## config.mk

```make
export PLATFORM = sky130hd
export DESIGN_NAME = core_wb_arbiter
export DESIGN_NICKNAME = d
export VERILOG_FILES = /design/src/rtl/core_wb_arbiter.sv
export SDC_FILE = /design/constraint.sdc
export NUM_CORES = 1
export LEC_CHECK = 0
export BUFFER_PORTS_ARGS = -buffer_cell sky130_fd_sc_hd__buf_2
export CAP_MARGIN = 20
export CORE_MARGIN = 8
export CORE_UTILIZATION = 31
export DETAILED_ROUTE_END_ITERATION = 16
export PLACE_DENSITY = 0.49
export SLEW_MARGIN = 10
export SYNTH_ARGS = -nofsm -noshare
export SYNTH_HDL_FRONTEND = slang
export SYNTH_SLANG_ARGS = --single-unit
```

## constraint.sdc

```tcl
create_clock -name clk -period 8.2 [get_ports clk]
set_input_delay 1.23 -clock clk [delete_from_list [all_inputs] [get_ports clk]]
set_output_delay 1.23 -clock clk [all_outputs]
set_load 0.05 [all_outputs]
```

## src/rtl/core_wb_arbiter.sv

```systemverilog
// Writeback arbiter: two register-file write ports shared by two ALUs (always win) and
// three one-entry slow-unit buffers (mul, ldst, branch) drained round-robin into free ports.
module core_wb_arbiter (
  input  logic        clk,
  input  logic        rst_n,
  input  logic        alu_a_valid,
  input  logic [3:0]  alu_a_rd,
  input  logic [31:0] alu_a_value,
  input  logic        alu_b_valid,
  input  logic [3:0]  alu_b_rd,
  input  logic [31:0] alu_b_value,
  input  logic        mul_valid,
  input  logic [3:0]  mul_rd,
  input  logic [31:0] mul_value,
  input  logic        ldst_valid,
  input  logic [3:0]  ldst_rd,
  input  logic [31:0] ldst_value,
  input  logic        branch_valid,
  input  logic [3:0]  branch_rd,
  input  logic [31:0] branch_value,
  output logic        mul_ready,
  output logic        ldst_ready,
  output logic        wb_stall_branch,
  output logic        wr_en_a,
  output logic        wr_en_b,
  output logic [3:0]  wr_r_a,
  output logic [3:0]  wr_r_b,
  output logic [31:0] wr_value_a,
  output logic [31:0] wr_value_b,
  output logic [15:0] pending_mask
);

  logic [2:0]        full_q, full_d;
  logic [2:0][3:0]   rd_q, rd_d;
  logic [2:0][31:0]  val_q, val_d;
  logic [1:0]        rr_q, rr_d;

  logic              wr_en_a_q, wr_en_b_q;
  logic [3:0]        wr_r_a_q, wr_r_b_q;
  logic [31:0]       wr_value_a_q, wr_value_b_q;

  logic [2:0]        drain;
  logic              buf_a, buf_b, free_a, free_b;
  logic [1:0]        src_a, src_b, scan_idx, last_idx;
  logic [2:0]        scan_sum;

  logic              wa_en, wb_en;
  logic [3:0]        wa_rd, wb_rd;
  logic [31:0]       wa_val, wb_val;

  logic [2:0]        in_valid, in_ready;
  logic [2:0][3:0]   in_rd;
  logic [2:0][31:0]  in_val;

  function automatic logic [1:0] mod3(input logic [2:0] s);
    mod3 = (s >= 3'd3) ? 2'(s - 3'd3) : s[1:0];
  endfunction

  // Scan buffers from rr; first hit takes the lowest free port, second hit the other.
  always_comb begin
    drain    = '0;
    buf_a    = 1'b0;
    buf_b    = 1'b0;
    src_a    = 2'd0;
    src_b    = 2'd0;
    last_idx = rr_q;
    scan_sum = '0;
    scan_idx = '0;
    free_a   = !alu_a_valid;
    free_b   = !alu_b_valid;
    for (int k = 0; k < 3; k++) begin
      scan_sum = {1'b0, rr_q} + 3'(k);
      scan_idx = mod3(scan_sum);
      if (full_q[scan_idx]) begin
        if (free_a) begin
          free_a           = 1'b0;
          buf_a            = 1'b1;
          src_a            = scan_idx;
          drain[scan_idx]  = 1'b1;
          last_idx         = scan_idx;
        end else if (free_b) begin
          free_b           = 1'b0;
          buf_b            = 1'b1;
          src_b            = scan_idx;
          drain[scan_idx]  = 1'b1;
          last_idx         = scan_idx;
        end
      end
    end
    rr_d = (|drain) ? mod3({1'b0, last_idx} + 3'd1) : rr_q;
  end

  // Port muxing; on a same-rd clash port B wins, the port A source still counts as consumed.
  always_comb begin
    wa_en  = alu_a_valid | buf_a;
    wb_en  = alu_b_valid | buf_b;
    wa_rd  = alu_a_valid ? alu_a_rd    : rd_q[src_a];
    wa_val = alu_a_valid ? alu_a_value : val_q[src_a];
    wb_rd  = alu_b_valid ? alu_b_rd    : rd_q[src_b];
    wb_val = alu_b_valid ? alu_b_value : val_q[src_b];
    if (wa_en && wb_en && (wa_rd == wb_rd)) wa_en = 1'b0;
  end

  assign mul_ready       = !full_q[0] || drain[0];
  assign ldst_ready      = !full_q[1] || drain[1];
  assign wb_stall_branch = full_q[2] && !drain[2];

  assign in_valid = {branch_valid, ldst_valid, mul_valid};
  assign in_ready = {!wb_stall_branch, ldst_ready, mul_ready};
  assign in_rd    = {branch_rd, ldst_rd, mul_rd};
  assign in_val   = {branch_value, ldst_value, mul_value};

  always_comb begin
    full_d = full_q;
    rd_d   = rd_q;
    val_d  = val_q;
    for (int i = 0; i < 3; i++) begin
      if (in_valid[i] && in_ready[i]) begin
        full_d[i] = 1'b1;
        rd_d[i]   = in_rd[i];
        val_d[i]  = in_val[i];
      end else if (drain[i]) begin
        full_d[i] = 1'b0;
      end
    end
  end

  always_comb begin
    pending_mask = '0;
    for (int i = 0; i < 3; i++) begin
      if (full_q[i]) pending_mask[rd_q[i]] = 1'b1;
    end
  end

  always_ff @(posedge clk or negedge rst_n) begin
    if (!rst_n) begin
      full_q       <= '0;
      rr_q         <= 2'd0;
      wr_en_a_q    <= 1'b0;
      wr_en_b_q    <= 1'b0;
      wr_r_a_q     <= '0;
      wr_r_b_q     <= '0;
      wr_value_a_q <= '0;
      wr_value_b_q <= '0;
    end else begin
      full_q       <= full_d;
      rr_q         <= rr_d;
      wr_en_a_q    <= wa_en;
      wr_en_b_q    <= wb_en;
      wr_r_a_q     <= wa_rd;
      wr_r_b_q     <= wb_rd;
      wr_value_a_q <= wa_val;
      wr_value_b_q <= wb_val;
    end
  end

  // Buffer payload is only meaningful while full, so it carries no reset.
  always_ff @(posedge clk) begin
    rd_q  <= rd_d;
    val_q <= val_d;
  end

  assign wr_en_a    = wr_en_a_q;
  assign wr_en_b    = wr_en_b_q;
  assign wr_r_a     = wr_r_a_q;
  assign wr_r_b     = wr_r_b_q;
  assign wr_value_a = wr_value_a_q;
  assign wr_value_b = wr_value_b_q;

endmodule

```

; ---- After elaboration in Yosys (flattened, before gate mapping)
; Cells that the tools add are included.
[word_totals]
reg_bits = 187
in_bits = 187
elab_cells = 172
[op_classes]
add_sub_neg = 7
n_lt_le_gt_ge = 18
n_eq_ne = 1
n_mux = 100
n_bitwise = 6
reduce_logical = 24
[op_table]
columns = op, count
row1 = $bmux W32 S2, 2
row2 = $mux W32, 4
row3 = $mux W2, 28
row4 = $mux W16, 3
row5 = $mux W1, 39
row6 = $or A16 B16 Y16, 2
row7 = $mux W3, 9
row8 = $bmux W4 S2, 2
row9 = $mux W4, 4
row10 = $lt A2 B3 Y1 const B, 5
row11 = $lt A4 B5 Y1 const B, 3
row12 = $demux W1 S4, 3
row13 = $ge A4 B1 Y1 const B, 3
row14 = $logic_and A1 B1 Y1, 12
row15 = $ge A3 B2 Y1 const B, 3
row16 = $sub A2 B2 Y2 const B, 4
row17 = $add A2 B1 Y3 const B, 2
row18 = $bmux W1 S2, 3
row19 = $demux W1 S2, 3
row20 = $ge A2 B1 Y1 const B, 3
row21 = $logic_not A1 Y1, 6
row22 = $or A3 B3 Y3, 2
row23 = $reduce_bool A2 Y1, 3
row24 = $eq A4 B4 Y1, 1
row25 = other kinds (5), 7

; ---- Depth between registers and ports, before layout
; Gate-level depths: netlist of the first run.
[logic_depth]
ltp_word = 22
ltp_mapped = 14
depth_no_buf = 11

; ---- Worst setup path before layout of the first run
; No wires, ideal clock.
[synth_timing]
kind = input to register
from = input port alu_a_valid
to = register rd_q[10] (netlist name) (enable)
setup_time_ps = 433
arrival_time_ps = 4228
required_time_ps = 7767
slack_ps = 3539
path_stages = 7
cell_sequence = inv_1 clkbuf_4 o21ai_0 a21oi_1 a222oi_1 and2_1 nor2b_1
[synth_via]
elab_chain_len = 14
word_cells_on_any_way = 22
cone_classes = mux: 15 / bitwise: 2 / reduce/logical: 5
[synth_lines]
columns = element, line_no
row1 = from (decl), 6  ; input logic alu_a_valid,
row2 = $mux W3, 75  ; if (free_a) begin
row3 = $mux W3, 74  ; if (full_q[scan_idx]) begin
row4 = $or A3 B3 Y3 (no line), -
row5 = $mux W3, 81  ; end else if (free_b) begin
row6 = $mux W3, 75
row7 = $mux W3, 74
row8 = $or A3 B3 Y3 (no line), -
row9 = $mux W3, 81
row10 = $mux W3, 75
row11 = $mux W3 (*), 74
row12 = $logic_not A1 Y1 (*), 106  ; assign wb_stall_branch = full_q[2] && !drain[2];
row13 = $logic_and A1 B1 Y1 (*), 106
row14 = net wb_stall_branch, 23  ; output logic wb_stall_branch,
row15 = $logic_not A1 Y1 (*), 109  ; assign in_ready = {!wb_stall_branch, ldst_ready, mul_ready};
row16 = $logic_and A1 B1 Y1 (*), 118  ; if (in_valid[i] && in_ready[i]) begin
row17 = to (signal assigned), 159  ; rd_q <= rd_d;
row18 = to (decl), 34  ; logic [2:0][3:0] rd_q, rd_d;
; Mark *: on every way through the listed nets, which the timed path passes. The rest lies on a longest branch.
; A chain may end at the register's enable or synchronous reset.

; ---- Final worst setup path of the first run
[layout_timing]
from = input port alu_a_valid
to = output port mul_ready
[layout_via]
elab_chain_len = 11
word_cells_on_any_way = 19
cone_classes = mux: 15 / bitwise: 2 / reduce/logical: 2
[layout_lines]
columns = element, line_no
row1 = $mux W3, 75
row2 = $mux W3, 74
row3 = $or A3 B3 Y3 (no line), -
row4 = $mux W3, 81
row5 = $mux W3, 75
row6 = $mux W3, 74
row7 = $or A3 B3 Y3 (no line), -
row8 = $mux W3, 81
row9 = $mux W3, 75
row10 = $mux W3 (*), 74
row11 = $logic_or A1 B1 Y1 (*), 104  ; assign mul_ready = !full_q[0] || drain[0];
row12 = to (decl), 21  ; output logic mul_ready,
; Every way passes the cells marked *; elsewhere a longest branch is shown, timed or not.

==> run summary, run 1 <==
Via Count: 7099
I/O Buffers: 279
First-pass GRT wire length: 45700 um
Syn-to-layout area delta: 26.0%
HP Class: flip-flop to flip-flop
# hold bufs at CTS: 0
Fin crit share: 64.2%
Min-Delay Path Depth: 2
Largest stage delay on the critical path: 0.74 ns
Top post-synthesis cells by area: edfxtp_1, dfrtp_1, a21oi_1, nand2_1, mux2_2
Fin crit period: 5.27 ns
Clk sinks: 187
Starting density of the core: 31.3%
Instance count of the mapped netlist: 786
CP Class: primary input to primary output
Core Util, Final: 39.4%
Register-to-register path setup slack: 4.24 ns
CP endpoint kind: primary output
Share of cells above drive strength 1: 35.9%
Worst r2r path cells: 10
Post-CTS Resized: 0
Top cell type's share of synthesized area: 36.5%
Reg-to-Reg End: wr_value_b[0]$_DFF_PN0_
Crit path cell chain: buf_4 > inv_1 > o2bb2ai_1 > and2_4 > a222oi_1 > nand2_1 > buf_2
Hold Path Origin: val_q[56]$_DFFE_PP_
CP required: 6.97 ns
Status: finished clean
Worst-Margin Slew: 1.03 ns
CP Depth: 7
Unique cell type count in the Yosys netlist: 69
Top FF cell, synth: edfxtp_1
DRT Pass-1 Iters: 5
Ys async rst share: 42.2%
DRT antenna net count: 0
Delay-heaviest family, CP: buffers and inverters
Syn avg cell area: 11.3 um2
Synthesized cell area: 8900 um2
Worst Hold Path EP: wr_value_a[24]$_DFF_PN0_
Sequential share of the synthesized area: 58.7%
Cell taking the most area after synthesis: edfxtp_1
Post-Route WL: 30800 um
Die Area: 34400 um2
Worst Setup Start Kind: primary input
Critical-path maximum fanout: 76
Setup TNS: 0 ns
Final Wtd Congestion: 0.815
Worst Clk Skew: 0.0133 ns
Gr usage total: 17.7%
CORE AREA: 28500 um2
Die Wd: 185 um
Synth warn: 0
Clock root buffer: clkbuf_16
RSZ-0062 raised after global routing: false
Total congestion overflow: 0
Crit-path slowest cell: buf_4
Ports: 280
Initial DRC Count: 450
Die Y: 185 um
Vias per cell: 4.94
Nets@finish: 1231
Dpl hpwl: 20100 um
Normalized max-slew margin: 31.1%
Worst EP arrival: 4.04 ns
Max-Cap Viols: 0
Postcts setup bufs: 0
Power Density: 436 nW/um2
R2R Path Start: rr_q[0]$_DFFE_PN0P_
Finish-stage setup viols: 0
Rows: 62
Buffer levels on the longest clock path: 2
Vias in the first global route: 7484
Worst skew pair latency: 0.43 ns
Number of synthesized flops with an enable pin: 108
Synthesized net count: 978
H-tree Lvls: 4
TritonCTS buffer count: 17
Seq cells post-synth: 187
Leakage: 4.81 nW
Slew Viols, Final: 0
Largest net degree at the start of global routing: 78
Peak supply drop: 0.189 mV
Fmax: 0.190 GHz
DRC Markers: 0
TritonCTS clock tree: built
DR WL/cell: 21.5 um
Reg clk slew, reported paths: 0.08 ns
Fin. Hold Viols: 0
Initial antenna violation count: 8
Buf+Inv Stages, Crit Path: 3
Yosys cell counts, types with 6 or more instances:
cell type and number:
mux2_2 35, a22oi_1 8, nand3b_1 6, o21ai_0 8, nand2_1 107, clkbuf_1 37
nor2b_1 11, dfrtp_1 79, a221oi_1 32, inv_1 71, edfxtp_1 108, nand2b_1 7
a21oi_1 100, a211oi_1 33, mux2i_1 11, nor2_1 15, nand3_1 14, a32oi_1 8
logic make-up after synthesis:
group / after synthesis / synth area share, %
fa+ha+maj: 5 / 0.703
xor+xnor: 3 / 0.380
buf+inv: 125 / 6.19
simple gates: 190 / 10.5
mux: 50 / 6.24
compound gates: 226 / 17.3
flops: 187 / 58.7
final cells by class:
type	instances	area, um2
Fill cell	2840	17300
Sequential cell	187	5220
Multi-Input combinational cell	474	3150
Timing Repair Buffer	288	1500
Tap cell	384	480
Clock buffer	19	443
Inverter	71	267
Clock inverter	13	148
Antenna cell	1	2.50
how the worst max path moves through the flow:
| stage | startpoint | to | slack [ns] |
|---|---|---|---|
| after floorplan | alu_a_valid | rd_q[10]$_DFFE_PP_ | 3.54 |
| after global placement | alu_a_valid | mul_ready | 2.95 |
| after detailed placement | alu_a_valid | mul_ready | 2.92 |
| after CTS | alu_a_valid | mul_ready | 2.90 |
| after global routing | alu_a_valid | wb_stall_branch | 2.76 |
| final | alu_a_valid | mul_ready | 2.93 |
state kept, by name, summed over array words and instances (netlist names):
register	count
wr_en_a	1
wr_en_b	1
rd_q	12
wr_r_b	4
val_q	96
rr_q	2
wr_value_a	32
wr_value_b	32
wr_r_a	4
full_q	3
power breakdown:
group	leakage, nW	switching, mW	internal (mW)
combinational	2.62	1.76	0.733
sequential	1.91	0.187	1.39
clock	0.284	0.413	0.417
total	4.81	2.36	2.54
worst min-delay path, cell delays in order, from the launching register on:
cell      delay (ns)
edfxtp_1        0.34
a211oi_1        0.07
a21oi_1         0.10
layout by cell type (no fill, tap or decap), types with 4 or more instances in the layout:
cell type / instances
nor2_1: 14
ha_1: 5
nand2b_1: 7
nor3b_1: 5
o21ai_0: 8
nand3_1: 14
edfxtp_1: 108
o211ai_1: 5
a221oi_1: 32
nand2_1: 105
a32oi_1: 8
buf_4: 10
inv_1: 71
a22oi_1: 8
nand3b_1: 6
clkinv_8: 4
and3b_1: 4
a21o_1: 5
clkbuf_16: 17
nor2b_1: 10
buf_2: 276
a211oi_1: 33
mux2i_1: 11
dfrtp_1: 79
a21oi_1: 100
mux2_2: 35
inv_6: 5
stage by stage:
step	power [mW]	setup WS [ns]	hold WS (ns)	instances	instance area, um2
finish	4.89	2.93	0.557	1437	11200
global placement	4.07	2.95	0.542	1402	10600
detailed placement	4.07	2.92	0.544	1402	10600
global route	5.17	2.76	0.601	1436	11200
CTS	4.91	2.90	0.560	1434	11200
floorplan	3.37	3.54	0.519	786	8900
per-layer routing:
metal	global-route usage, %	up-vias	wire length, um
met5	0	-	66
met4	3.91	14	283
met3	4.94	31	2140
met2	30.6	265	15300
met1	21.7	3430	13000
li1	-	3359	-
Power figures use the tool's default switching activity.
==> inputs of run 2 (changes only) <==
PLACE_DENSITY = 0.51   (was 0.49)
clock period = 4.6 ns   (was 8.2 ns; I/O delays follow)
==> run summary, run 2 (same netlist as run 1, synthesis figures left out) <==
Peak supply drop: 0.315 mV (+67%)
Normalized max-slew margin: 23.9% (-7.2 points)
Sequential cell area: 5220 um2 (unchanged)
DR WL/cell: 21.3 um (-0.93%)
Reg-to-Reg End: wr_en_a$_DFF_PN0_
Largest net degree at the start of global routing: 54 (-31%)
DRT antenna net count: 0 (unchanged)
Worst skew pair latency: 0.43 ns (about the same)
Commonest cells after routing, fill and taps aside: buf_2, edfxtp_1, nand2_1
DRT Pass-1 Iters: 5 (unchanged)
Setup TNS: 0 ns (unchanged)
Power Density: 774 nW/um2 (+77%)
P_sw: 4.18 mW (+77%)
Commonest non-fill, non-tap cell in the layout: buf_2
Clock root buffer: clkbuf_16
Worst Setup Start Kind: flip-flop
Syn-to-layout area delta: 26.3%
Fmax: 0.234 GHz
Ports: 280 (unchanged)
Leakage: 4.83 nW (+0.40%)
Max reg flops: 96 (unchanged)
Filler cells: 2838 (-0.070%)
Final Wtd Congestion: 0.856 (+5.0%)
First-pass GRT wire length: 45600 um (-0.23%)
CORE AREA: 28500 um2 (unchanged)
Max-Cap Viols: 0 (unchanged)
Worst EP arrival: 3.58 ns (-0.46 ns)
CP required: 3.91 ns (-3.06 ns)
Post-CTS Resized: 0 (unchanged)
Postcts setup bufs: 0 (unchanged)
Fin. Hold Viols: 0 (unchanged)
Clk sinks: 187 (unchanged)
CP endpoint kind: primary output
R2R Path Start: rr_q[0]$_DFFE_PN0P_
Worst r2r path cells: 11 (+1)
Vias in the first global route: 7647 (+2.2%)
Final worst slack: 0.326 ns (-2.61 ns)
Pre-CTS setup slack: 0.639 ns (-2.28 ns)
TritonCTS buffer count: 17 (unchanged)
Register-to-register path setup slack: 0.53 ns (-3.71 ns)
I/O Buffers: 279 (unchanged)
Initial DRC Count: 492 (+9.3%)
Post-Route WL: 30700 um (-0.52%)
Biggest register: val_q
Core Util, Final: 39.5% (+0.092 points)
Initial antenna violation count: 9 (+1)
DRC Markers: 0 (unchanged)
Sw frac: 48.1% (-0.10 points)
Status: finished clean
Die Wd: 185 um (unchanged)
H-tree Lvls: 4 (unchanged)
Starting density of the core: 31.3% (unchanged)
CP Class: flip-flop to primary output
Worst Clk Skew: 0.0125 ns (-0.000800 ns)
Finish-stage setup viols: 0 (unchanged)
Slew Viols, Final: 0 (unchanged)
RSZ-0062 raised after global routing: false
Worst-Margin Slew: 1.14 ns (+0.106 ns)
Gr usage total: 17.7% (about the same)
Reg clk slew, reported paths: 0.08 ns (about the same)
Sequential share of power: 32.3% (+0.2 points)
Dpl hpwl: 21700 um (+7.5%)
Cell-internal power: 4.52 mW (+78%)
Buffer levels on the longest clock path: 2 (unchanged)
Fin crit period: 4.27 ns
Nets@finish: 1236 (+0.41%)
Total congestion overflow: 0 (unchanged)
Rows: 62 (unchanged)
Critical-path maximum fanout: 17 (-78%)
Die Area: 34400 um2 (unchanged)
Vias per cell: 4.93 (-0.14%)
# hold bufs at CTS: 0 (unchanged)
Tot Pwr: 8.70 mW (+78%)
Share of cells above drive strength 1: 36.2% (+0.30 points)
Clock power share: 16.8% (-0.2 points)
Fin crit share: 92.9%
TritonCTS clock tree: built
Die Y: 185 um (unchanged)
Multi-input combinational cell area: 3150 um2 (unchanged)
HP Class: primary input to asynchronous set/reset pin
Combinational group share of total power: 50.9% (about the same)
Via Count: 7119 (+0.28%)
-- run 2: cell types whose count changed in the layout (fill, tap and decap cells not counted), moves of 2 or more --
cell      delta
inv_8        +2
buf_12       +2
inv_6        -3
clkinv_8     -2
buf_4        +5
clkinv_4     +2
-- run 2: how the worst max path moves through the flow --
stage | from | end
after detailed placement | rr_q[0]$_DFFE_PN0P_ | wr_en_a$_DFF_PN0_
after global placement | rr_q[0]$_DFFE_PN0P_ | wr_en_a$_DFF_PN0_
after CTS | rr_q[0]$_DFFE_PN0P_ | mul_ready
after floorplan | rr_q[0]$_DFFE_PN0P_ | rd_q[10]$_DFFE_PP_
final | rr_q[0]$_DFFE_PN0P_ | mul_ready
after global routing | rr_q[0]$_DFFE_PN0P_ | wb_stall_branch
-- run 2: per-layer routing --
layer,vias to the layer above,track usage [%],routed length [um]
met3,46,5.36,2100
met5,-,0,93
met4,16,4.74,484
met2,249,28.8,14600
met1,3435,22.6,13400
li1,3373,-,-
-- run 2: power groups by stage --
stage	Clock, mW	Sequential (mW)	Combinational, mW
2_1_floorplan	0	3.60	2.42
3_3_place_gp	0	2.84	4.45
3_5_place_dp	0	2.84	4.47
4_1_cts	1.51	2.81	4.48
5_1_grt	1.58	2.88	4.77
6_report	1.46	2.81	4.43
-- run 2: metrics by stage --
step                      hold slack (ns)  instance area, um2  instances
after floorplan                     0.394                8900        786
after global placement              0.546               10600       1408
after detailed placement            0.545               10700       1409
after CTS                           0.332               11200       1441
after global routing                0.343               11200       1441
final                               0.306               11200       1443
-- run 2: final cells by class --
| class | count | share of cell area (%) |
|---|---|---|
| Multi-Input combinational cell | 474 | 28.1 |
| Antenna cell | 2 | 0.0445 |
| Tap cell | 384 | 4.27 |
| Timing Repair Buffer | 293 | 13.6 |
| Sequential cell | 187 | 46.4 |
| Inverter | 71 | 2.37 |
| Clock inverter | 14 | 1.34 |
| Clock buffer | 18 | 3.82 |
-- run 2: worst max-delay path, stage by stage (launching register included) --
cell       delay [ns]
dfrtp_1          0.41
inv_1            0.09
ha_1             0.62
mux2i_1          0.14
o21a_1           0.30
nor2_1           0.18
o21ai_1          0.07
o2bb2ai_1        0.13
and2_4           0.19
a222oi_1         0.55
nand2_1          0.19
buf_2            0.26
==> inputs of run 3 (changes only) <==
--- a/config.mk
+++ b/config.mk
@@ -6,4 +6,5 @@
 export NUM_CORES = 1
 export LEC_CHECK = 0
+export ABC_CLOCK_PERIOD_IN_PS = 4600
 export BUFFER_PORTS_ARGS = -buffer_cell sky130_fd_sc_hd__buf_2
 export CAP_MARGIN = 20
@@ -11,5 +12,5 @@
 export CORE_UTILIZATION = 31
 export DETAILED_ROUTE_END_ITERATION = 16
-export PLACE_DENSITY = 0.51
+export PLACE_DENSITY = 0.6
 export SLEW_MARGIN = 10
 export SYNTH_ARGS = -nofsm -noshare
==> constraint.sdc (replaced) <==
create_clock -name clk -period 4.6 [get_ports clk]
set_input_delay 0.92 -clock clk [delete_from_list [all_inputs] [get_ports clk]]
set_output_delay 0.92 -clock clk [all_outputs]
set_load 0.05 [all_outputs]
==> run summary, run 3 (same netlist as run 1, synthesis figures left out) <==
Dpl hpwl: 21900 um (+0.90%)
Clock root buffer: clkbuf_16
Buffer levels on the longest clock path: 2 (unchanged)
Ports: 280 (unchanged)
Max reg flops: 96 (unchanged)
TritonCTS clock tree: built
Initial antenna violation count: 2 (-7)
Rows: 62 (unchanged)
Fin. Hold Viols: 0 (unchanged)
Syn-to-layout area delta: 27.1%
Finish-stage setup viols: 0 (unchanged)
Worst Clk Skew: 0.0136 ns (+0.00106 ns)
Postcts setup bufs: 0 (unchanged)
Worst skew pair latency: 0.43 ns (about the same)
Post-CTS Resized: 0 (unchanged)
Cell-internal power: 4.61 mW (+2.0%)
Die Area: 34400 um2 (unchanged)
Sequential cell area: 5220 um2 (unchanged)
Power Density: 778 nW/um2 (+0.47%)
Setup TNS: 0 ns (unchanged)
Status: finished clean
Buf+Inv Stages, Crit Path: 2 (unchanged)
P_sw: 4.19 mW (+0.10%)
# hold bufs at CTS: 0 (unchanged)
Max-Cap Viols: 0 (unchanged)
Peak supply drop: 0.319 mV (+1.5%)
Fin crit period: 4.24 ns (-0.0338 ns)
Largest stage delay on the critical path: 0.50 ns (-0.12 ns)
Initial DRC Count: 489 (-0.61%)
Die Y: 185 um (unchanged)
Worst Setup Start Kind: flip-flop
Clk sinks: 187 (unchanged)
Commonest non-fill, non-tap cell in the layout: buf_2
Tot Pwr: 8.80 mW (+1.1%)
Gr usage total: 17.2% (-0.48 points)
Vias in the first global route: 7581 (-0.86%)
CP required: 3.68 ns (-0.23 ns)
Clock power share: 17.3% (+0.5 points)
CORE AREA: 28500 um2 (unchanged)
DR WL/cell: 21.0 um (-1.4%)
H-tree Lvls: 4 (unchanged)
Biggest register: val_q
Worst-Margin Slew: 1.03 ns (-0.108 ns)
Combinational group share of total power: 50.7% (-0.2 points)
CP endpoint kind: primary output
Delay-heaviest family, CP: compound AO/OA/AOI/OAI gates
CP Class: flip-flop to primary output
RSZ-0062 raised after global routing: false
Leakage: 4.85 nW (+0.54%)
Via Count: 7264 (+2.0%)
Normalized max-slew margin: 31.1% (+7.2 points)
DRC Markers: 0 (unchanged)
Crit-path slowest cell: ha_2
Crit path cell chain: inv_1 > ha_2 > mux2i_1 > o21a_1 > nor2_1 > o21ai_1 > o2bb2ai_1 > and2_4 > a222oi_1 > and2_1 > buf_2
Slew Viols, Final: 0 (unchanged)
Starting density of the core: 31.3% (unchanged)
Fmax: 0.236 GHz (+0.80%)
DRT antenna net count: 0 (unchanged)
First-pass GRT wire length: 44800 um (-1.8%)
Sw frac: 47.6% (-0.46 points)
Commonest cells after routing, fill and taps aside: buf_2, edfxtp_1, nand2_1
Total congestion overflow: 0 (unchanged)
Final Wtd Congestion: 0.838 (-2.2%)
Multi-input combinational cell area: 3160 um2 (about the same)
I/O Buffers: 279 (unchanged)
Post-Route WL: 30300 um (-1.4%)
Worst EP arrival: 3.32 ns (-0.26 ns)
Nets@finish: 1237 (+0.081%)
Largest net degree at the start of global routing: 50 (-7.4%)
Reg clk slew, reported paths: 0.08 ns (about the same)
Fin crit share: 92.2% (-0.73 points)
Vias per cell: 5.03 (+2.0%)
Filler cells: 2824 (-0.49%)
DRT Pass-1 Iters: 5 (unchanged)
Share of cells above drive strength 1: 36.4% (+0.15 points)
Sequential share of power: 31.9% (-0.4 points)
HP Class: primary input to asynchronous set/reset pin
TritonCTS buffer count: 17 (unchanged)
Critical-path maximum fanout: 17 (unchanged)
Die Wd: 185 um (unchanged)
[run 3: final timing paths]
| kind | start | endpoint | slack (ns) | cells past startpoint |
|---|---|---|---|---|
| max in group asynchronous | rst_n | wr_value_a[29]$_DFF_PN0_ | 3.15 | 2 |
| min reg2reg | val_q[39]$_DFFE_PP_ | wr_value_a[7]$_DFF_PN0_ | 0.57 | 2 |
| min in group clk | val_q[39]$_DFFE_PP_ | wr_value_a[7]$_DFF_PN0_ | 0.57 | 2 |
| max reg2reg | rr_q[0]$_DFFE_PN0P_ | wr_en_a$_DFF_PN0_ | 0.78 | 11 |
| min | rst_n | wr_value_a[3]$_DFF_PN0_ | 0.52 | 1 |
| max | rr_q[0]$_DFFE_PN0P_ | wb_stall_branch | 0.36 | 11 |
[run 3: metrics by stage]
stage | worst slack, ns | area (um2) | util (%) | instances | hold WS, ns
after floorplan | 0.204 | 8900 | - | 786 | 0.519
after global placement | 0.460 | 10700 | 37.5 | 1409 | 0.543
after detailed placement | 0.473 | 10700 | 37.5 | 1410 | 0.559
after CTS | 0.208 | 11300 | 39.7 | 1442 | 0.539
after global routing | 0.0816 | 11300 | 39.7 | 1444 | 0.564
final | 0.360 | 11300 | 39.7 | 1444 | 0.521
[run 3: metal layers]
metal  part of all wire [%]  global-route usage, %
met5                      0                      0
met4                    3.1                   7.65
met3                    6.7                   3.41
met2                     50                   29.3
met1                     40                   20.9
[run 3: final cells by class]
| type | count | area share (%) |
|---|---|---|
| diodes | 2 | 0.0443 |
| clock buffers | 18 | 3.88 |
| clock inverters | 14 | 1.58 |
| inverters | 71 | 2.36 |
| multi-input cells | 474 | 27.9 |
| flip-flops and latches | 187 | 46.2 |
| well taps | 384 | 4.25 |
| repair buffers | 294 | 13.8 |
[run 3: power by group through the flow]
| stage | Sequential, mW | Combinational [mW] | Clock [mW] |
|---|---|---|---|
| 6_report | 2.81 | 4.46 | 1.53 |
| 5_1_grt | 2.87 | 4.78 | 1.63 |
| 4_1_cts | 2.80 | 4.49 | 1.57 |
| 3_5_place_dp | 2.84 | 4.48 | 0 |
| 3_3_place_gp | 2.83 | 4.43 | 0 |
| 2_1_floorplan | 3.60 | 2.42 | 0 |
